## src/rtl/register_file_mp_if.sv

```systemverilog
// Bus bundle for register_file_mp: two read ports, a byte-enabled write port
// qualified by wmfc, a reserve port and the per-register busy scoreboard.
interface register_file_mp_if #(
  parameter int DATA_W = 32,
  parameter int ADDR_W = 4
);
  localparam int DEPTH = 1 << ADDR_W;

  logic              rd_en;
  logic [ADDR_W-1:0] rd_addr_a;
  logic [ADDR_W-1:0] rd_addr_b;
  logic [DATA_W-1:0] rd_data_a;
  logic [DATA_W-1:0] rd_data_b;
  logic              wr_en;
  logic              wmfc;
  logic [ADDR_W-1:0] wr_addr;
  logic [DATA_W-1:0] wr_data;
  logic [DATA_W/8-1:0] wr_be;
  logic [DATA_W-1:0] wb_data;
  logic              rsv_en;
  logic [ADDR_W-1:0] rsv_addr;
  logic [DEPTH-1:0]  busy;
  logic              hazard_a;
  logic              hazard_b;

  // Handshake: a write commits on a rising edge only when wr_en and wmfc are
  // both 1; reads are strobed by rd_en, reserves by rsv_en. No backpressure.
  modport master (
    output rd_en, rd_addr_a, rd_addr_b, wr_en, wmfc, wr_addr, wr_data, wr_be,
           rsv_en, rsv_addr,
    input  rd_data_a, rd_data_b, wb_data, busy, hazard_a, hazard_b
  );

  modport slave (
    input  rd_en, rd_addr_a, rd_addr_b, wr_en, wmfc, wr_addr, wr_data, wr_be,
           rsv_en, rsv_addr,
    output rd_data_a, rd_data_b, wb_data, busy, hazard_a, hazard_b
  );
endinterface

```

## src/rtl/register_file_mp.sv

```systemverilog
// Two-read/one-write register file with byte enables, optional write-to-read
// forwarding, optional hard-wired zero register and a pending-write scoreboard.
module register_file_mp #(
  parameter int DATA_W   = 32,
  parameter int ADDR_W   = 4,
  parameter int ZERO_REG = 1,
  parameter int BYPASS   = 1
) (
  input logic clk,
  input logic reset,
  register_file_mp_if.slave bus
);
  localparam int DEPTH = 1 << ADDR_W;
  localparam int NB    = DATA_W / 8;

  logic [DATA_W-1:0] regs [DEPTH];
  logic [DATA_W-1:0] rd_a_q, rd_b_q, wb_q;
  logic [DEPTH-1:0]  busy_q, busy_next;

  logic              commit;
  logic              zero_wr;
  logic [DATA_W-1:0] wr_old, wr_merged;
  logic [DATA_W-1:0] rd_next_a, rd_next_b;

  assign commit  = bus.wr_en & bus.wmfc;
  assign zero_wr = (ZERO_REG != 0) && (bus.wr_addr == '0);
  assign wr_old  = regs[bus.wr_addr];

  always_comb begin
    wr_merged = wr_old;
    for (int i = 0; i < NB; i++) begin
      if (bus.wr_be[i]) wr_merged[8*i +: 8] = bus.wr_data[8*i +: 8];
    end
  end

  // Forwarding never targets a hard-wired zero register.
  always_comb begin
    rd_next_a = regs[bus.rd_addr_a];
    if ((ZERO_REG != 0) && (bus.rd_addr_a == '0))
      rd_next_a = '0;
    else if ((BYPASS != 0) && commit && !zero_wr && (bus.wr_addr == bus.rd_addr_a))
      rd_next_a = wr_merged;
  end

  always_comb begin
    rd_next_b = regs[bus.rd_addr_b];
    if ((ZERO_REG != 0) && (bus.rd_addr_b == '0))
      rd_next_b = '0;
    else if ((BYPASS != 0) && commit && !zero_wr && (bus.wr_addr == bus.rd_addr_b))
      rd_next_b = wr_merged;
  end

  // Clear on write first, then set on reserve so a same-address reserve wins.
  always_comb begin
    busy_next = busy_q;
    if (commit) busy_next[bus.wr_addr] = 1'b0;
    if (bus.rsv_en) busy_next[bus.rsv_addr] = 1'b1;
    if (ZERO_REG != 0) busy_next[0] = 1'b0;
  end

  always_ff @(posedge clk or negedge reset) begin
    if (!reset) begin
      for (int i = 0; i < DEPTH; i++) regs[i] <= '0;
      rd_a_q <= '0;
      rd_b_q <= '0;
      wb_q   <= '0;
      busy_q <= '0;
    end else begin
      if (commit && !zero_wr) regs[bus.wr_addr] <= wr_merged;
      if (bus.rd_en) begin
        rd_a_q <= rd_next_a;
        rd_b_q <= rd_next_b;
      end
      if (commit) wb_q <= zero_wr ? '0 : wr_merged;
      busy_q <= busy_next;
    end
  end

  assign bus.rd_data_a = rd_a_q;
  assign bus.rd_data_b = rd_b_q;
  assign bus.wb_data   = wb_q;
  assign bus.busy      = busy_q;
  // Hazards see the registered scoreboard; a same-cycle write clears it next cycle.
  assign bus.hazard_a  = bus.rd_en & busy_q[bus.rd_addr_a];
  assign bus.hazard_b  = bus.rd_en & busy_q[bus.rd_addr_b];
endmodule

```

## src/flat_wrapper.sv

```systemverilog
// flat-port wrapper written by rule: the top's interface ports become plain ports
module register_file_mp_flat 
#(
  parameter int DATA_W   = 32,
  parameter int ADDR_W   = 4,
  parameter int ZERO_REG = 1,
  parameter int BYPASS   = 1
)
  (clk, reset, bus_rd_en, bus_rd_addr_a, bus_rd_addr_b, bus_wr_en, bus_wmfc, bus_wr_addr, bus_wr_data, bus_wr_be, bus_rsv_en, bus_rsv_addr, bus_rd_data_a, bus_rd_data_b, bus_wb_data, bus_busy, bus_hazard_a, bus_hazard_b);
  register_file_mp_if #(.DATA_W(DATA_W), .ADDR_W(ADDR_W)) bus_i ();
  input logic clk;
  input logic reset;
  input wire logic [$bits(bus_i.rd_en)-1:0] bus_rd_en;
  input wire logic [$bits(bus_i.rd_addr_a)-1:0] bus_rd_addr_a;
  input wire logic [$bits(bus_i.rd_addr_b)-1:0] bus_rd_addr_b;
  input wire logic [$bits(bus_i.wr_en)-1:0] bus_wr_en;
  input wire logic [$bits(bus_i.wmfc)-1:0] bus_wmfc;
  input wire logic [$bits(bus_i.wr_addr)-1:0] bus_wr_addr;
  input wire logic [$bits(bus_i.wr_data)-1:0] bus_wr_data;
  input wire logic [$bits(bus_i.wr_be)-1:0] bus_wr_be;
  input wire logic [$bits(bus_i.rsv_en)-1:0] bus_rsv_en;
  input wire logic [$bits(bus_i.rsv_addr)-1:0] bus_rsv_addr;
  output wire logic [$bits(bus_i.rd_data_a)-1:0] bus_rd_data_a;
  output wire logic [$bits(bus_i.rd_data_b)-1:0] bus_rd_data_b;
  output wire logic [$bits(bus_i.wb_data)-1:0] bus_wb_data;
  output wire logic [$bits(bus_i.busy)-1:0] bus_busy;
  output wire logic [$bits(bus_i.hazard_a)-1:0] bus_hazard_a;
  output wire logic [$bits(bus_i.hazard_b)-1:0] bus_hazard_b;
  assign bus_i.rd_en = bus_rd_en;
  assign bus_i.rd_addr_a = bus_rd_addr_a;
  assign bus_i.rd_addr_b = bus_rd_addr_b;
  assign bus_i.wr_en = bus_wr_en;
  assign bus_i.wmfc = bus_wmfc;
  assign bus_i.wr_addr = bus_wr_addr;
  assign bus_i.wr_data = bus_wr_data;
  assign bus_i.wr_be = bus_wr_be;
  assign bus_i.rsv_en = bus_rsv_en;
  assign bus_i.rsv_addr = bus_rsv_addr;
  assign bus_rd_data_a = bus_i.rd_data_a;
  assign bus_rd_data_b = bus_i.rd_data_b;
  assign bus_wb_data = bus_i.wb_data;
  assign bus_busy = bus_i.busy;
  assign bus_hazard_a = bus_i.hazard_a;
  assign bus_hazard_b = bus_i.hazard_b;
  register_file_mp #(.DATA_W(DATA_W), .ADDR_W(ADDR_W), .ZERO_REG(ZERO_REG), .BYPASS(BYPASS)) u_core (.clk(clk), .reset(reset), .bus(bus_i));
endmodule
```

## config.mk

```make
export PLATFORM = sky130hd
export DESIGN_NAME = register_file_mp_flat
export DESIGN_NICKNAME = d
export VERILOG_FILES = /design/src/rtl/register_file_mp_if.sv /design/src/rtl/register_file_mp.sv /design/src/flat_wrapper.sv
export SDC_FILE = /design/constraint.sdc
export NUM_CORES = 1
export LEC_CHECK = 0
export BUFFER_PORTS_ARGS = -buffer_cell sky130_fd_sc_hd__buf_2
export CORE_MARGIN = 3
export CORE_UTILIZATION = 35
export CTS_CLUSTER_DIAMETER = 80
export DETAILED_ROUTE_END_ITERATION = 7
export RECOVER_POWER = 100
export SYNTH_ARGS = -nofsm -noshare
export SYNTH_HDL_FRONTEND = slang
export SYNTH_SLANG_ARGS = --single-unit
```

## constraint.sdc

```tcl
create_clock -name clk -period 5 [get_ports clk]
set_clock_uncertainty 0.2 [all_clocks]
set_input_delay 1 -clock clk [delete_from_list [all_inputs] [get_ports clk]]
set_output_delay 1 -clock clk [all_outputs]
set_load 0.1 [all_outputs]
```

==> flow_summary.json <==
{
  "status": "finished, violations left",
  "violations": "capacitance limit, slew limit",
  "final_antenna_net_count": 0,
  "internal-power_mw": 11.3,
  "p_per_area_nw_per_um2": 433,
  "grt_max_degree": 101,
  "min_period_ps": 4470,
  "power_frac_seq": 0.407,
  "cts-root-buf": "clkbuf_16",
  "critPathLaunchType": "primary input",
  "synthTopCellsByCount": "dfrtp_1, mux2_2, mux4_2, mux2i_1, o22ai_1",
  "ys_types": 64,
  "combPwrFrac": 0.272,
  "p_leak_nw": 16.7,
  "ctsResizeCount": 0,
  "slew_violations": 542,
  "synthCells": 2594,
  "crit_arrival_ps": 4830,
  "routabilityCongestion": 0.829,
  "synth_top_area_cell": "dfrtp_1",
  "worstMarginPinSlew_ps": 2630,
  "grt_pass1_wl_um": 185000,
  "fin_crit_sh": 0.895,
  "viasPerCell": 6.23,
  "postCtsSetupRepairBufs": 0,
  "via_count": 25400,
  "final-hold-violation-count": 0,
  "syn_area_per_cell_um2": 13.9,
  "cts_buffer_depth": 3,
  "peakVddDrop_v": 0.000251,
  "diodes": 0,
  "async_reset_ff_frac": 1.00,
  "synth-seq-cells": 623,
  "dieArea_um2": 107000,
  "first_pass_iters": 5,
  "synthesis.area_um2": 36100,
  "grt_pass1_vias": 25630,
  "rows": 117,
  "yosysMostFrequentCell": "dfrtp_1",
  "core_area_um2": 102000,
  "worstHoldPathType": "primary input to async pin",
  "fmax_ghz": 0.223,
  "p_sw_mw": 5.98,
  "synth_top_area_frac": 0.432,
  "nFillCells": 9710,
  "utilization": 0.391,
  "swShare": 0.346,
  "area_delta_synth_final_pct": 10.7,
  "clock_power_share": 0.321,
  "worstPathMaxFanout": 20,
  "clock_latency_ps": 630,
  "yosys_warnings": 0,
  "numCtsBuffers": 73,
  "grt_use_total": 0.234,
  "die_h_um": 327,
  "dp_hpwl_um": 78700,
  "rsz0062_at_grt": "no",
  "htree_levels": 3,
  "synth_edf_count": 0,
  "cts_tree": "done",
  "drive_above_1_share": 0.379,
  "fin_nets": 2710,
  "detail_route.iter0.violations": 2716,
  "die_w_um": 327,
  "initial_core_util": 0.353,
  "ys.flop_type": "dfrtp_1",
  "drc": 0,
  "cts_hold_buf": 0,
  "setup_viol": 0,
  "synthesis.nets": 2652,
  "max_slew_margin": -0.757,
  "antenna_found_initial": 3,
  "ys_top_cells_by_area": "dfrtp_1, mux4_2, mux2_2",
  "seq_area_frac_synth": 0.432,
  "cts.sinks": 623,
  "cap_violations": 14,
  "crit_path_end_kind": "register",
  "critical_path_required_ps": 5350,
  "portBuffers": 170,
  "routedWlPerCell_um": 31.2,
  "ios": 172,
  "clk_pin_slew_worst_paths_ps": 60,
  "worstSetupPathType": "primary input to register",
  "gr-total-overflow": 0,
  "fin_setup_tns_ps": 0,
  "wirelength_um": 127000
}
==> critical path: stages <==
cell and delay [ps]:
clkbuf_1 970, nand3b_1 1020, o22ai_1 430, nor4_1 90, a21oi_1 950, mux2_2 330
==> cells in the final DEF, fill, tap and decap left out, types with 9 or more instances in the layout <==
| master | Yosys | final |
|---|---|---|
| buf_4 | 36 | 72 |
| buf_12 | 5 | 16 |
| dfrtp_1 | 623 | 623 |
| mux2_2 | 428 | 426 |
| o21ai_0 | 44 | 70 |
| a221o_1 | 58 | 58 |
| mux2i_1 | 192 | 192 |
| clkinv_2 | 0 | 15 |
| nor3_1 | 74 | 73 |
| bufinv_16 | 0 | 9 |
| inv_1 | 12 | 11 |
| clkbuf_8 | 0 | 9 |
| mux4_2 | 286 | 286 |
| o211ai_1 | 8 | 9 |
| o21ai_1 | 47 | 21 |
| mux4_1 | 10 | 10 |
| a22oi_1 | 15 | 15 |
| buf_2 | 80 | 49 |
| nor2_1 | 63 | 53 |
| nand2_1 | 82 | 80 |
| a2bb2oi_1 | 0 | 12 |
| a221oi_1 | 15 | 15 |
| nor4_1 | 10 | 15 |
| o22ai_1 | 160 | 160 |
| nor2_4 | 0 | 10 |
| clkbuf_1 | 103 | 142 |
| a22o_1 | 30 | 30 |
| clkbuf_16 | 0 | 73 |
| mux2_1 | 9 | 11 |
| nor2b_1 | 9 | 9 |
==> final timing paths <==
kind                                  startpoint                    end  slack [ps]  cells past startpoint
worst max-delay path              bus_wr_addr[2]        u_core.regs[97]         530                      6
worst min-delay path                       reset  u_core.bus.wb_data[2]         170                      1
worst max register to register   u_core.regs[59]       u_core.regs[155]        2180                      5
worst min register to register  u_core.regs[509]       u_core.regs[509]         220                      0
max in group asynchronous                  reset       u_core.regs[220]        1170                      3
min in group clk                u_core.regs[509]       u_core.regs[509]         220                      0
==> final cells by class <==
cell class,instances,area (um^2),area share
clock buffers,97,2010,0.0503
clock inverters,32,440,0.0110
repair buffers,272,1660,0.0415
inverters,13,48.8,0.00122
well taps,1368,1710,0.0429
multi-input cells,1669,18500,0.462
flip-flops and latches,623,15600,0.391
==> kinds of logic after synthesis <==
kind of cell              synth area share
xor gates and xnor gates           0.00194
AOI/OAI and AO/OA                   0.0954
DFF                                  0.432
muxes                                0.376
and+or+nand+nor                     0.0423
buffers and inverters               0.0523
other                             0.000104
==> state kept, by name, summed over array words and instances (netlist names) <==
signal,count
u_core.bus.busy,15
u_core.bus.rd_data_a,32
u_core.bus.rd_data_b,32
u_core.bus.wb_data,32
u_core.regs,512
==> metrics by stage <==
stage	hold slack (ps)	cells	worst slack, ps	instance area (um^2)	total power, mW
6_report	172	4074	525	39900	17.3
5_1_grt	192	4074	487	39900	18.0
3_5_place_dp	205	3945	953	38000	11.9
3_3_place_gp	198	3945	935	38000	11.8
2_1_floorplan	262	2594	872	36100	10.6
4_1_cts	186	4074	941	40400	17.4
==> layer usage <==
| layer | global-route usage | routed length (um) |
|---|---|---|
| met1 | 0.315 | 51800 |
| met2 | 0.372 | 59400 |
| met3 | 0.0446 | 10500 |
| met4 | 0.0992 | 5500 |
| met5 | 0 | 0 |
==> power groups by stage <==
stage	logic [mW]	registers, mW	clock network [mW]
2_1_floorplan	2.76	7.83	0
3_3_place_gp	4.74	7.04	0
3_5_place_dp	4.80	7.07	0
4_1_cts	4.81	6.99	5.65
5_1_grt	4.96	7.16	5.87
6_report	4.69	7.03	5.55
Power figures use the tool's default switching activity.
